## src/rtl/ro_puf_pkg.sv

```systemverilog
// Shared definitions for the RO-PUF frequency compare stage and its
// challenge sequencer: FSM state encoding, default sizing and a width helper.
package ro_puf_pkg;

  typedef enum logic [1:0] {
    ST_IDLE   = 2'd0,
    ST_SETTLE = 2'd1,
    ST_COUNT  = 2'd2,
    ST_DONE   = 2'd3
  } puf_state_t;

  localparam int DEF_CNT_W  = 16;
  localparam int DEF_WINDOW = 1024;
  localparam int DEF_SETTLE = 3;

  // Bits needed to hold 0..n, never less than one bit so a zero-length
  // phase still produces a legal vector.
  function automatic int ctr_w(input int n);
    ctr_w = (n < 1) ? 1 : $clog2(n + 1);
  endfunction

endpackage

```

## src/rtl/ro_edge_counter.sv

```systemverilog
// One oscillator channel: 2-flop synchroniser, edge flop, rising-edge
// detect and a saturating edge counter gated by the measurement window.
module ro_edge_counter
  import ro_puf_pkg::*;
#(
  parameter int CNT_W = DEF_CNT_W
) (
  input  logic             clk,
  input  logic             rst,
  input  logic             clr,
  input  logic             en,
  input  logic             ro,
  output logic [CNT_W-1:0] cnt
);

  logic s1, s2, s3;
  logic rise;

  // Synchroniser plus edge flop; free-running so a fresh mux selection
  // flushes through before the window opens.
  always_ff @(posedge clk) begin
    if (rst) begin
      s1 <= 1'b0;
      s2 <= 1'b0;
      s3 <= 1'b0;
    end else begin
      s1 <= ro;
      s2 <= s1;
      s3 <= s2;
    end
  end

  assign rise = s2 & ~s3;

  // Count rises only inside the window; stick at all-ones so an overrange
  // oscillator still compares sensibly (two saturated channels tie).
  always_ff @(posedge clk) begin
    if (rst) begin
      cnt <= '0;
    end else if (clr) begin
      cnt <= '0;
    end else if (en && rise && (cnt != '1)) begin
      cnt <= cnt + CNT_W'(1);
    end
  end

endmodule

```

## src/rtl/ro_puf_freq_compare.sv

```systemverilog
// RO-PUF frequency compare: measures rising edges of two selected ring
// oscillators over a fixed window and reports which one ran faster.
module ro_puf_freq_compare
  import ro_puf_pkg::*;
#(
  parameter int CNT_W  = DEF_CNT_W,
  parameter int WINDOW = DEF_WINDOW,
  parameter int SETTLE = DEF_SETTLE
) (
  input  logic             clk,
  input  logic             rst,
  input  logic             start,
  input  logic             ro_a,
  input  logic             ro_b,
  output logic             busy,
  output logic             resp_valid,
  output logic             resp_bit,
  output logic             tie,
  output logic [CNT_W-1:0] count_a,
  output logic [CNT_W-1:0] count_b
);

  localparam int WIN_W = ctr_w(WINDOW);
  localparam int SET_W = ctr_w(SETTLE);
  localparam logic [WIN_W-1:0] WIN_LAST = WIN_W'(WINDOW - 1);
  localparam logic [SET_W-1:0] SET_LAST = SET_W'((SETTLE > 0) ? SETTLE - 1 : 0);

  puf_state_t       state, state_nxt;
  logic [WIN_W-1:0] win_cnt;
  logic [SET_W-1:0] set_cnt;
  logic             accept;
  logic             a_gt, a_eq;
  logic             bit_q, tie_q;

  // start is only honoured from IDLE; anything else is dropped, not queued.
  assign accept = (state == ST_IDLE) && start;

  // State register; reset from any state, mid-window included.
  always_ff @(posedge clk) begin
    if (rst) state <= ST_IDLE;
    else     state <= state_nxt;
  end

  // Next-state logic: IDLE -> SETTLE -> COUNT -> DONE -> IDLE.
  always_comb begin
    state_nxt = state;
    case (state)
      ST_IDLE:   if (start) state_nxt = (SETTLE > 0) ? ST_SETTLE : ST_COUNT;
      ST_SETTLE: if (set_cnt == SET_LAST) state_nxt = ST_COUNT;
      ST_COUNT:  if (win_cnt == WIN_LAST) state_nxt = ST_DONE;
      ST_DONE:   state_nxt = ST_IDLE;
      default:   state_nxt = ST_IDLE;
    endcase
  end

  // Phase timers; each sits at zero outside its own state so it starts
  // fresh on entry.
  always_ff @(posedge clk) begin
    if (rst) begin
      set_cnt <= '0;
      win_cnt <= '0;
    end else begin
      set_cnt <= (state == ST_SETTLE) ? set_cnt + SET_W'(1) : '0;
      win_cnt <= (state == ST_COUNT)  ? win_cnt + WIN_W'(1) : '0;
    end
  end

  ro_edge_counter #(.CNT_W(CNT_W)) u_cnt_a (
    .clk (clk),
    .rst (rst),
    .clr (accept),
    .en  (state == ST_COUNT),
    .ro  (ro_a),
    .cnt (count_a)
  );

  ro_edge_counter #(.CNT_W(CNT_W)) u_cnt_b (
    .clk (clk),
    .rst (rst),
    .clr (accept),
    .en  (state == ST_COUNT),
    .ro  (ro_b),
    .cnt (count_b)
  );

  assign a_gt = count_a > count_b;
  assign a_eq = count_a == count_b;

  // Result latch: captured in DONE from the final counts, held until the
  // next accepted start clears it.
  always_ff @(posedge clk) begin
    if (rst) begin
      bit_q <= 1'b0;
      tie_q <= 1'b0;
    end else if (accept) begin
      bit_q <= 1'b0;
      tie_q <= 1'b0;
    end else if (state == ST_DONE) begin
      bit_q <= a_gt;
      tie_q <= a_eq;
    end
  end

  // Counts are final on entry to DONE, so the compare is presented straight
  // from the count registers in that cycle and from the latch afterwards.
  assign resp_valid = (state == ST_DONE);
  assign busy       = (state == ST_SETTLE) || (state == ST_COUNT);
  assign resp_bit   = (state == ST_DONE) ? a_gt : bit_q;
  assign tie        = (state == ST_DONE) ? a_eq : tie_q;

endmodule

```

## config.mk

```make
export PLATFORM = sky130hd
export DESIGN_NAME = ro_puf_freq_compare
export DESIGN_NICKNAME = d
export VERILOG_FILES = /design/src/rtl/ro_puf_pkg.sv /design/src/rtl/ro_edge_counter.sv /design/src/rtl/ro_puf_freq_compare.sv
export SDC_FILE = /design/constraint.sdc
export NUM_CORES = 1
export LEC_CHECK = 0
export BUFFER_PORTS_ARGS = -buffer_cell sky130_fd_sc_hd__buf_2
export CORE_MARGIN = 4
export CORE_UTILIZATION = 53
export CTS_CLUSTER_SIZE = 16
export DETAILED_ROUTE_END_ITERATION = 10
export PLACE_DENSITY_LB_ADDON = 0.2
export SYNTH_ARGS = -nofsm -noshare
export SYNTH_HDL_FRONTEND = slang
export SYNTH_HIERARCHICAL = 1
export SYNTH_SLANG_ARGS = --single-unit
```

## constraint.sdc

```tcl
create_clock -name clk -period 2.22 [get_ports clk]
set_input_delay 0.444 -clock clk [delete_from_list [all_inputs] [get_ports clk]]
set_output_delay 0.444 -clock clk [all_outputs]
set_load 0.005 [all_outputs]
```

# Yosys cells after proc, flatten, opt, wreduce, memory -nomap -nowiden
# Cells that the tools add are included.
[classes]
n_addsub = 4
n_lt_le_gt_ge = 1
n_eq_ne = 11
mux = 6
n_bitwise = 6
reduce_logical = 11
[ops]
columns = ["cell", "n"]
rows = [
  ["16-bit by 1-bit adder with 16-bit output (second input constant)", 2],
  ["16-bit != test (second input constant)", 2],
  ["16-bit equality test", 1],
  ["16-bit > comparator", 1],
  ["11-bit by 1-bit adder with 11-bit output (second input constant)", 1],
  ["11-bit by 10-bit equality test with 1-bit output (second input constant)", 1],
  ["2-bit case mux with 4 select lines", 1],
  ["2-bit equality test (second input constant)", 3],
  ["2-bit 2-to-1 mux", 3],
  ["2-bit != test (second input constant)", 3],
  ["2-bit OR reduction", 3],
  ["1-bit logical AND", 5],
  ["1-bit inverter", 4],
  ["3-bit AND reduction", 1],
  ["2-bit by 1-bit adder with 2-bit output (second input constant)", 1],
  ["1-bit AND", 2],
  ["2-bit by 1-bit equality test with 1-bit output (second input constant)", 1],
  ["2-bit zero test", 1],
  ["1-bit 2-to-1 mux", 2],
  ["1-bit logical OR", 1],
]
[word_totals]
ff_bits = 55
input_bits = 5
wordCells = 52

# Depth between registers and ports, before layout
# Gate-level depths: netlist of the first run.
[logic_depth]
ltp_word = 4
mapped_depth = 7

# Modules after synthesis
# The synthesis of the first run kept the hierarchy.
[by_module_without_submodules]
columns = ["module", "n_inst", "cells_each", "area_per_inst_um2"]
rows = [
  ["ro_edge_counter", 2, 109, 945.9],
  ["ro_puf_freq_compare", 1, 140, 1166.1],
]

# Worst setup path after synthesis of the first run
# No wires, ideal clock.
[synth_path]
path_type = "register to register"
startpoint = "reg state[0]"
endpoint = "reg u_cnt_a.cnt[9]"
arrival_time_ns = 1.972
t_required_ns = 2.150
slack_ns = 0.178
stages_incl_launch_ff = 7
n_path_buf = 0
period_less_slack_ns = 2.042
path_cell_list = "dfxtp_1 -> inv_1 -> ha_1 -> nand3b_4 -> or4_4 -> or4_1 -> a21oi_1"
[synth_via]
elab_chain_cells = 3
word_cells_on_any_way = 6
[synth_rtl]
columns = ["element", "line", "source"]
rows = [
  ["start: declaration", "ro_puf_freq_compare.sv:28", "puf_state_t state, state_nxt;"],
  ["start signal: assignment", "ro_puf_freq_compare.sv:41", "else state <= state_nxt;"],
  ["2-bit equality test or 2-bit zero test (tied branches)", "ro_puf_freq_compare.sv:72, ro_puf_freq_compare.sv:36", ""],
  ["1-bit logical AND, on equally long branches", "ro_edge_counter.sv:42, ro_puf_freq_compare.sv:36", ""],
  ["1-bit logical AND or 2-bit OR reduction (tied branches)", "--", ""],
  ["end signal: assignment", "ro_edge_counter.sv:43", "cnt <= cnt + CNT_W'(1);"],
  ["end: declaration", "ro_edge_counter.sv:13", "output logic [CNT_W-1:0] cnt"],
]
# Several ways; a longest one is shown, not always the timed one.
# A chain may end at the register's enable or synchronous reset.

# Worst setup path after layout of the first run
[layout_path]
startpoint = "reg u_cnt_a.cnt[14]"
endpoint = "out resp_bit"
[layout_via]
elab_chain_cells = 2
[layout_rtl]
columns = ["element", "line", "source"]
rows = [
  ["16-bit > comparator", "ro_puf_freq_compare.sv:86", "assign a_gt = count_a > count_b;"],
  ["1-bit 2-to-1 mux", "--", ""],
  ["end: declaration", "ro_puf_freq_compare.sv:17", "output logic resp_bit,"],
]
# No other way between the ends.

==> results of run 1 <==
## through the flow
step / instances / hold slack, ns
3_3_place_gp: 497 / 0.401
5_1_grt: 512 / 0.321
2_1_floorplan: 358 / 0.392
3_5_place_dp: 497 / 0.422
4_1_cts: 509 / 0.325
6_report: 512 / 0.331
## placed cells by master, fill, tap and decap left out, types with 12 or more instances in the layout
| cell | n |
|---|---|
| ha_1 | 16 |
| a21oi_1 | 27 |
| o21ai_0 | 13 |
| nand2_1 | 28 |
| nor2_1 | 27 |
| dfxtp_2 | 12 |
| buf_2 | 40 |
| buf_4 | 37 |
| inv_1 | 25 |
| dfxtp_1 | 41 |
| nand4_1 | 15 |
## synth_stat cells, types with 3 or more instances
cell type,n
dfxtp_1,55
a21oi_1,29
inv_1,29
nand2_1,28
nor2_1,27
ha_1,25
nand4_1,15
o21ai_0,15
or3_1,10
nor3_1,9
o31ai_1,9
nand3_1,8
nor2b_1,8
a41o_1,7
or2_2,7
and4_1,6
nor4_1,6
or4_1,6
and3_1,5
mux2i_1,5
xnor2_1,4
xor2_1,4
clkbuf_1,3
o211ai_1,3
or4_4,3
## sequential cells by signal, indices dropped and copies added, names as in the netlist, 2 cells and up
| name | flops |
|---|---|
| u_cnt_a/cnt | 16 |
| u_cnt_b/cnt | 16 |
| win_cnt | 11 |
| set_cnt | 2 |
| state | 2 |
## per-layer routing
metal	part of all wire, %	vias up	GRT usage, %
met1	43	1421	27.7
met4	2.3	0	8.19
met5	0	-	0
met3	5.7	20	2.86
met2	49	117	37.2
li1	-	1491	-
## power groups by stage
stage / registers, mW / clock network, mW / logic [mW]
3_3_place_gp: 1.07 / 0 / 0.377
6_report: 1.04 / 0.571 / 0.403
2_1_floorplan: 1.07 / 0 / 0.270
4_1_cts: 1.04 / 0.592 / 0.392
5_1_grt: 1.05 / 0.630 / 0.450
3_5_place_dp: 1.07 / 0 / 0.388
## kinds of logic after synthesis
family                     count (synthesis)  synth area share [%]
muxes                                      5                  1.64
and+or+nand+nor                          151                  28.5
adders and majority gates                 25                  10.2
DFF                                       55                  36.0
buffers and inverters                     32                  3.93
AOI/OAI and AO/OA                         82                  17.4
xor gates and xnor gates                   8                  2.29
## area by class of cell
class / instances / area [um2]
clock inverters: 3 / 22.5
inverters: 29 / 109
flip-flops and latches: 55 / 1120
repair buffers: 77 / 478
fillers: 437 / 1670
well taps: 72 / 90.1
clock buffers: 5 / 68.8
multi-input cells: 271 / 1980
## final timing paths
path                                         to  cells past startpoint  slack [ns]
worst max-delay path                   resp_bit                      7       -0.16
worst min-delay path                 u_cnt_a/s1                      2        0.33
worst max register to register  u_cnt_b/cnt[11]                      6        0.13
worst min register to register       set_cnt[0]                      1        0.43
## repair_timing
action,4_1_cts,5_1_grt
buffers inserted,4,3
setup endpoints to repair,2,8
gates resized for setup,24,16
hold endpoints to repair,0,0
pin swaps,10,7
hold buffers,0,0
==> flow_metrics.env, run 1 <==
export IMPL_crit_type="reg2out"
export IMPL_setup_violations=2
export IMPL_setup_ws_ns=-0.162
export IMPL_cts_sinks=55
export IMPL_yosysWarnings=6
export IMPL_power_share_sequential_pct=51.7
export IMPL_synth_largest_area_cell="dfxtp_1"
export IMPL_initial_core_util_pct=55.2
export IMPL_crit_chain="ha_4, nand4_1, buf_4, o32ai_4, nor3_2, nor2_1, buf_2"
export IMPL_seq_area_frac_synth_pct=36.0
export IMPL_cp_end_kind="output pin"
export IMPL_wl_mm=7.86
export IMPL_drt_pass1_iterations=5
export IMPL_clock_skew_ns=0.00777
export IMPL_syn_avg_cell_area_um2=8.54
export IMPL_row_count=27
export IMPL_crit_required_ns=1.78
export IMPL_clkTransAtPathRegs_ns=0.10
export IMPL_ys_top_cells_by_area="dfxtp_1 36%, ha_1 10%, a21oi_1 4.7%, inv_1 3.6%, nand2_1 3.4%"
export IMPL_worstMarginPinSlew_ns=0.536
export IMPL_slew_headroom_pct=63.8
export IMPL_final_nets=469
export IMPL_drive_gt1_share_pct=30.9
export IMPL_period_minus_slack_ns=2.38
export IMPL_grt_pass1_wl_mm=12.7
export IMPL_grt_pass1_vias=2822
export IMPL_crit_arrival_ns=1.94
export IMPL_internal_power_mw=1.40
export IMPL_die_w_um=84.0
export IMPL_worstHoldStart="ro_a"
export IMPL_gr_total_overflow=0
export IMPL_cp_max_fo=7
export IMPL_vdd_ir_drop_max_mv=0.726
export IMPL_p_comb_share_pct=20.0
export IMPL_synth_area_um2=3060
export IMPL_status="finished, violations left"
export IMPL_syn_inst=358
export IMPL_cp_slowest_cell="dfxtp_2"
export IMPL_path_delay_family="flip-flops"
export IMPL_fin_util_pct=69.9
export IMPL_antenna_cells=0
export IMPL_cp_num_buf_inv=2
export IMPL_die_area_um2=7050
export IMPL_track_usage_pct=21.7
export IMPL_violations="negative setup slack"
export IMPL_port_buffers=40
export IMPL_numCtsBuffers=5
export IMPL_cap_viol_max_count=0
export IMPL_remaining_drc_errors=0
export IMPL_async_flop_share_pct=0
export IMPL_design_core_area_um2=5540
export IMPL_synth_enable_flop_cells=0
export IMPL_critPathLaunch="u_cnt_a/cnt[14]"
export IMPL_viasPerCell=5.96
export IMPL_switching_share_pct=30.7
export IMPL_vias=3049
export IMPL_r2r_start="state[0]"
export IMPL_cts_root_buf="clkbuf_8"
export IMPL_tns_ns=-0.194
export IMPL_period_share_pct=107
export IMPL_dpl_cell_area_um2=3560
export IMPL_max_freq_mhz=420
export IMPL_finish_instance_area_um2=3870
export IMPL_dp_hpwl_mm=5.58
export IMPL_ys_types=45
export IMPL_clock_power_share_pct=28.3
export IMPL_synth_nets=388
export IMPL_routedWlPerCell_um=15.3
export IMPL_ant_nets=0
export IMPL_drtIter0Drc=243
export IMPL_p_leak_nw=1.65
export IMPL_p_per_area_nw_per_um2=520
export IMPL_yosys_register_bits=55
export IMPL_cts_tree="done"
export IMPL_start_kind="flip-flop"
export IMPL_worst_path_largest_cell_delay_ns=0.38
export IMPL_drv_slew=0
export IMPL_htree_num_levels=2
export IMPL_rsz0062_at_grt="true"
export IMPL_place_congestion=0.873
export IMPL_totalPowerFinal_mw=2.02
export IMPL_hold_viol=0
export IMPL_ios=41
export IMPL_die_h_um=84.0
export IMPL_power_switching_mw=0.618
export IMPL_hp_class="in2reg"
export IMPL_clk_latency_ns=0.32
export IMPL_synth_top_area_share_pct=36.0
export IMPL_pre_cts_slack_ns=0.0296
export IMPL_synthFlopType="dfxtp_1"
export IMPL_area_growth_pct=26.7
export IMPL_antenna_found_initial=0
export IMPL_clockBufferDepth=2
export IMPL_grt_max_degree=20
Power figures use the tool's default switching activity.
==> run 2: changes to the inputs <==
CTS_CLUSTER_SIZE = 24   (was 16)
SYNTH_HIERARCHICAL = unset   (was 1)
==> run 2 against run 1 <==
The run still ends with negative setup slack left. Highest routed layer unchanged. Synthesized cell count fell by 7.5%. Critical endpoint unchanged. Clock skew is 0.0018 ns higher. Largest cell class unchanged. Combinational power decreased by 14%.
==> flow_metrics.env, run 2 <==
export IMPL_clkTransAtPathRegs_ns=0.10
export IMPL_grt_pass1_wl_mm=11.0
export IMPL_period_share_pct=109
export IMPL_cts_root_buf="clkbuf_8"
export IMPL_async_flop_share_pct=0
export IMPL_ys_top_cells_by_count="55 x dfxtp_1, 47 x nor2_1, 27 x inv_1"
export IMPL_viasPerCell=5.48
export IMPL_crit_required_ns=1.78
export IMPL_ys_types=52
export IMPL_fillCellCount=406
export IMPL_post_synth_top_count_cell="dfxtp_1"
export IMPL_remaining_drc_errors=0
export IMPL_crit_type="reg2out"
export IMPL_final_cell_mix="47 x nor2_1, 40 x dfxtp_1, 40 x buf_2"
export IMPL_rsz0062_at_grt="true"
export IMPL_setup_violations=2
export IMPL_cp_end_kind="output pin"
export IMPL_cts_sinks=55
export IMPL_setup_ws_ns=-0.200
export IMPL_start_kind="flip-flop"
export IMPL_p_comb_share_pct=16.5
export IMPL_worstMarginPinSlew_ns=0.597
export IMPL_final_common_cell="nor2_1"
export IMPL_place_congestion=0.803
export IMPL_vdd_ir_drop_max_mv=0.717
export IMPL_htree_num_levels=2
export IMPL_syn_inst=331
export IMPL_switching_share_pct=27.3
export IMPL_slew_headroom_pct=59.8
export IMPL_initial_core_util_pct=55.9
export IMPL_cap_viol_max_count=0
export IMPL_syn_avg_cell_area_um2=8.79
export IMPL_synth_area_um2=2910
export IMPL_totalPowerFinal_mw=2.10
export IMPL_synth_simple_area_share_pct=25.2
export IMPL_drv_slew=0
export IMPL_routedWlPerCell_um=14.2
export IMPL_synth_area_mux_share_pct=0.688
export IMPL_dp_hpwl_mm=4.88
export IMPL_hold_buffers=0
export IMPL_die_h_um=82.1
export IMPL_port_buffers=40
export IMPL_internal_power_mw=1.53
export IMPL_hp_class="in2reg"
export IMPL_violations="negative setup slack"
export IMPL_antenna_cells=0
export IMPL_p_leak_nw=1.56
export IMPL_clk_latency_ns=0.31
export IMPL_synth_adder_area_share_pct=10.8
export IMPL_power_share_sequential_pct=49.8
export IMPL_drt_pass1_iterations=4
export IMPL_track_usage_pct=21.0
export IMPL_grt_pass1_vias=2340
export IMPL_antenna_found_initial=0
export IMPL_cts_tree="done"
export IMPL_numCtsBuffers=5
export IMPL_synth_nets=361
export IMPL_period_minus_slack_ns=2.42
export IMPL_vias=2625
export IMPL_drive_gt1_share_pct=32.8
export IMPL_power_switching_mw=0.574
export IMPL_max_freq_mhz=413
export IMPL_status="finished, violations left"
export IMPL_top_regs="u_cnt_a.cnt x16, u_cnt_b.cnt x16, win_cnt x11"
export IMPL_fin_util_pct=71.9
export IMPL_synth_largest_area_cell="dfxtp_1"
export IMPL_final_nets=438
export IMPL_row_count=26
export IMPL_worst_path_largest_cell_delay_ns=0.38
export IMPL_clock_power_share_pct=33.7
export IMPL_design_core_area_um2=5200
export IMPL_area_growth_pct=28.6
export IMPL_yosys_register_bits=55
export IMPL_yosysWarnings=0
export IMPL_cp_max_fo=2
export IMPL_synthFlopType="dfxtp_1"
export IMPL_drtIter0Drc=109
export IMPL_die_w_um=82.1
export IMPL_synth_top_area_share_pct=37.8
export IMPL_hold_viol=0
export IMPL_die_area_um2=6740
export IMPL_crit_arrival_ns=1.98
export IMPL_wl_mm=6.78
export IMPL_synthXorXnorAreaFrac_pct=8.73
export IMPL_clockBufferDepth=2
export IMPL_cp_slowest_cell="a2111o_1"
export IMPL_gr_total_overflow=0
export IMPL_synth_top_family_by_area="simple AND/OR/NAND/NOR gates"
export IMPL_synth_enable_flop_cells=0
export IMPL_grt_max_degree=18
export IMPL_cp_num_buf_inv=2
export IMPL_ant_nets=0
export IMPL_crit_chain="inv_2, ha_4, nand4_1, nor2_1, a2111o_1, o31a_1, buf_2"
export IMPL_pre_cts_slack_ns=-0.102
export IMPL_path_delay_family="compound AO/OA/AOI/OAI gates"
export IMPL_p_per_area_nw_per_um2=561
export IMPL_ys_top_cells_by_area="dfxtp_1 38%, ha_1 11%, nor2_1 6.1%, xnor2_1 6.0%, inv_1 3.5%"
export IMPL_clock_skew_ns=0.00962
export IMPL_synth_compound_area_share_pct=11.6
export IMPL_ios=41
export IMPL_seq_area_frac_synth_pct=37.8
## run 2: kinds of logic after synthesis
| group | Yosys count |
|---|---|
| adders and majority gates | 25 |
| buffers and inverters | 36 |
| xor gates and xnor gates | 29 |
| muxes | 2 |
| DFF | 55 |
| AOI/OAI and AO/OA | 48 |
| and+or+nand+nor | 136 |
## run 2: timing repair
| action | CTS | global route |
|---|---|---|
| setup buffers | 7 | 2 |
| endpoints found under the setup margin | 2 | 2 |
| pin swaps | 8 | 5 |
| endpoints found under the hold margin | 0 | 0 |
| resized for setup | 35 | 7 |
## run 2: per-stage QoR
step	instance area (um2)	setup TNS [ns]	hold slack, ns	instances
2_1_floorplan	2910	0	0.392	331
3_3_place_gp	3370	-0.0183	0.401	462
3_5_place_dp	3370	-0.104	0.428	462
4_1_cts	3690	-0.432	0.328	477
5_1_grt	3740	-0.554	0.349	479
6_report	3740	-0.346	0.336	479
## run 2: final timing paths
path | startpoint | endpoint | slack, ns | depth (start not counted)
min reg2reg | u_cnt_b.s1 | u_cnt_b.s2 | 0.45 | 1
min | ro_a | u_cnt_a.s1 | 0.34 | 2
max | u_cnt_b.cnt[11] | resp_bit | -0.20 | 7
max reg2reg | state[0] | u_cnt_b.cnt[15] | 0.18 | 6
## run 2: per-layer routing
layer	wire length (um)	global-route usage (%)	part of all wire, %	vias up
li1	-	-	-	1310
met1	2960	25.8	44	1256
met2	3440	37.1	51	48
met3	256	3.73	3.8	11
met4	119	6.81	1.8	0
met5	0	0	0	-
## run 2: power by group through the flow
stage	Combinational, mW	Clock [mW]	Sequential [mW]
final	0.347	0.708	1.05
after global routing	0.397	0.757	1.05
after CTS	0.348	0.723	1.05
after detailed placement	0.345	0	1.07
after global placement	0.331	0	1.07
after floorplan	0.245	0	1.06
## run 2: area by class of cell
cell class	instances	area [um2]	area share [%]
multi-input combinational	240	1810	48.5
timing repair buffer	79	493	13.2
inverter	27	101	2.71
clock buffer	6	82.6	2.21
tap	70	87.6	2.34
sequential	55	1120	30.1
clock inverter	2	38.8	1.04
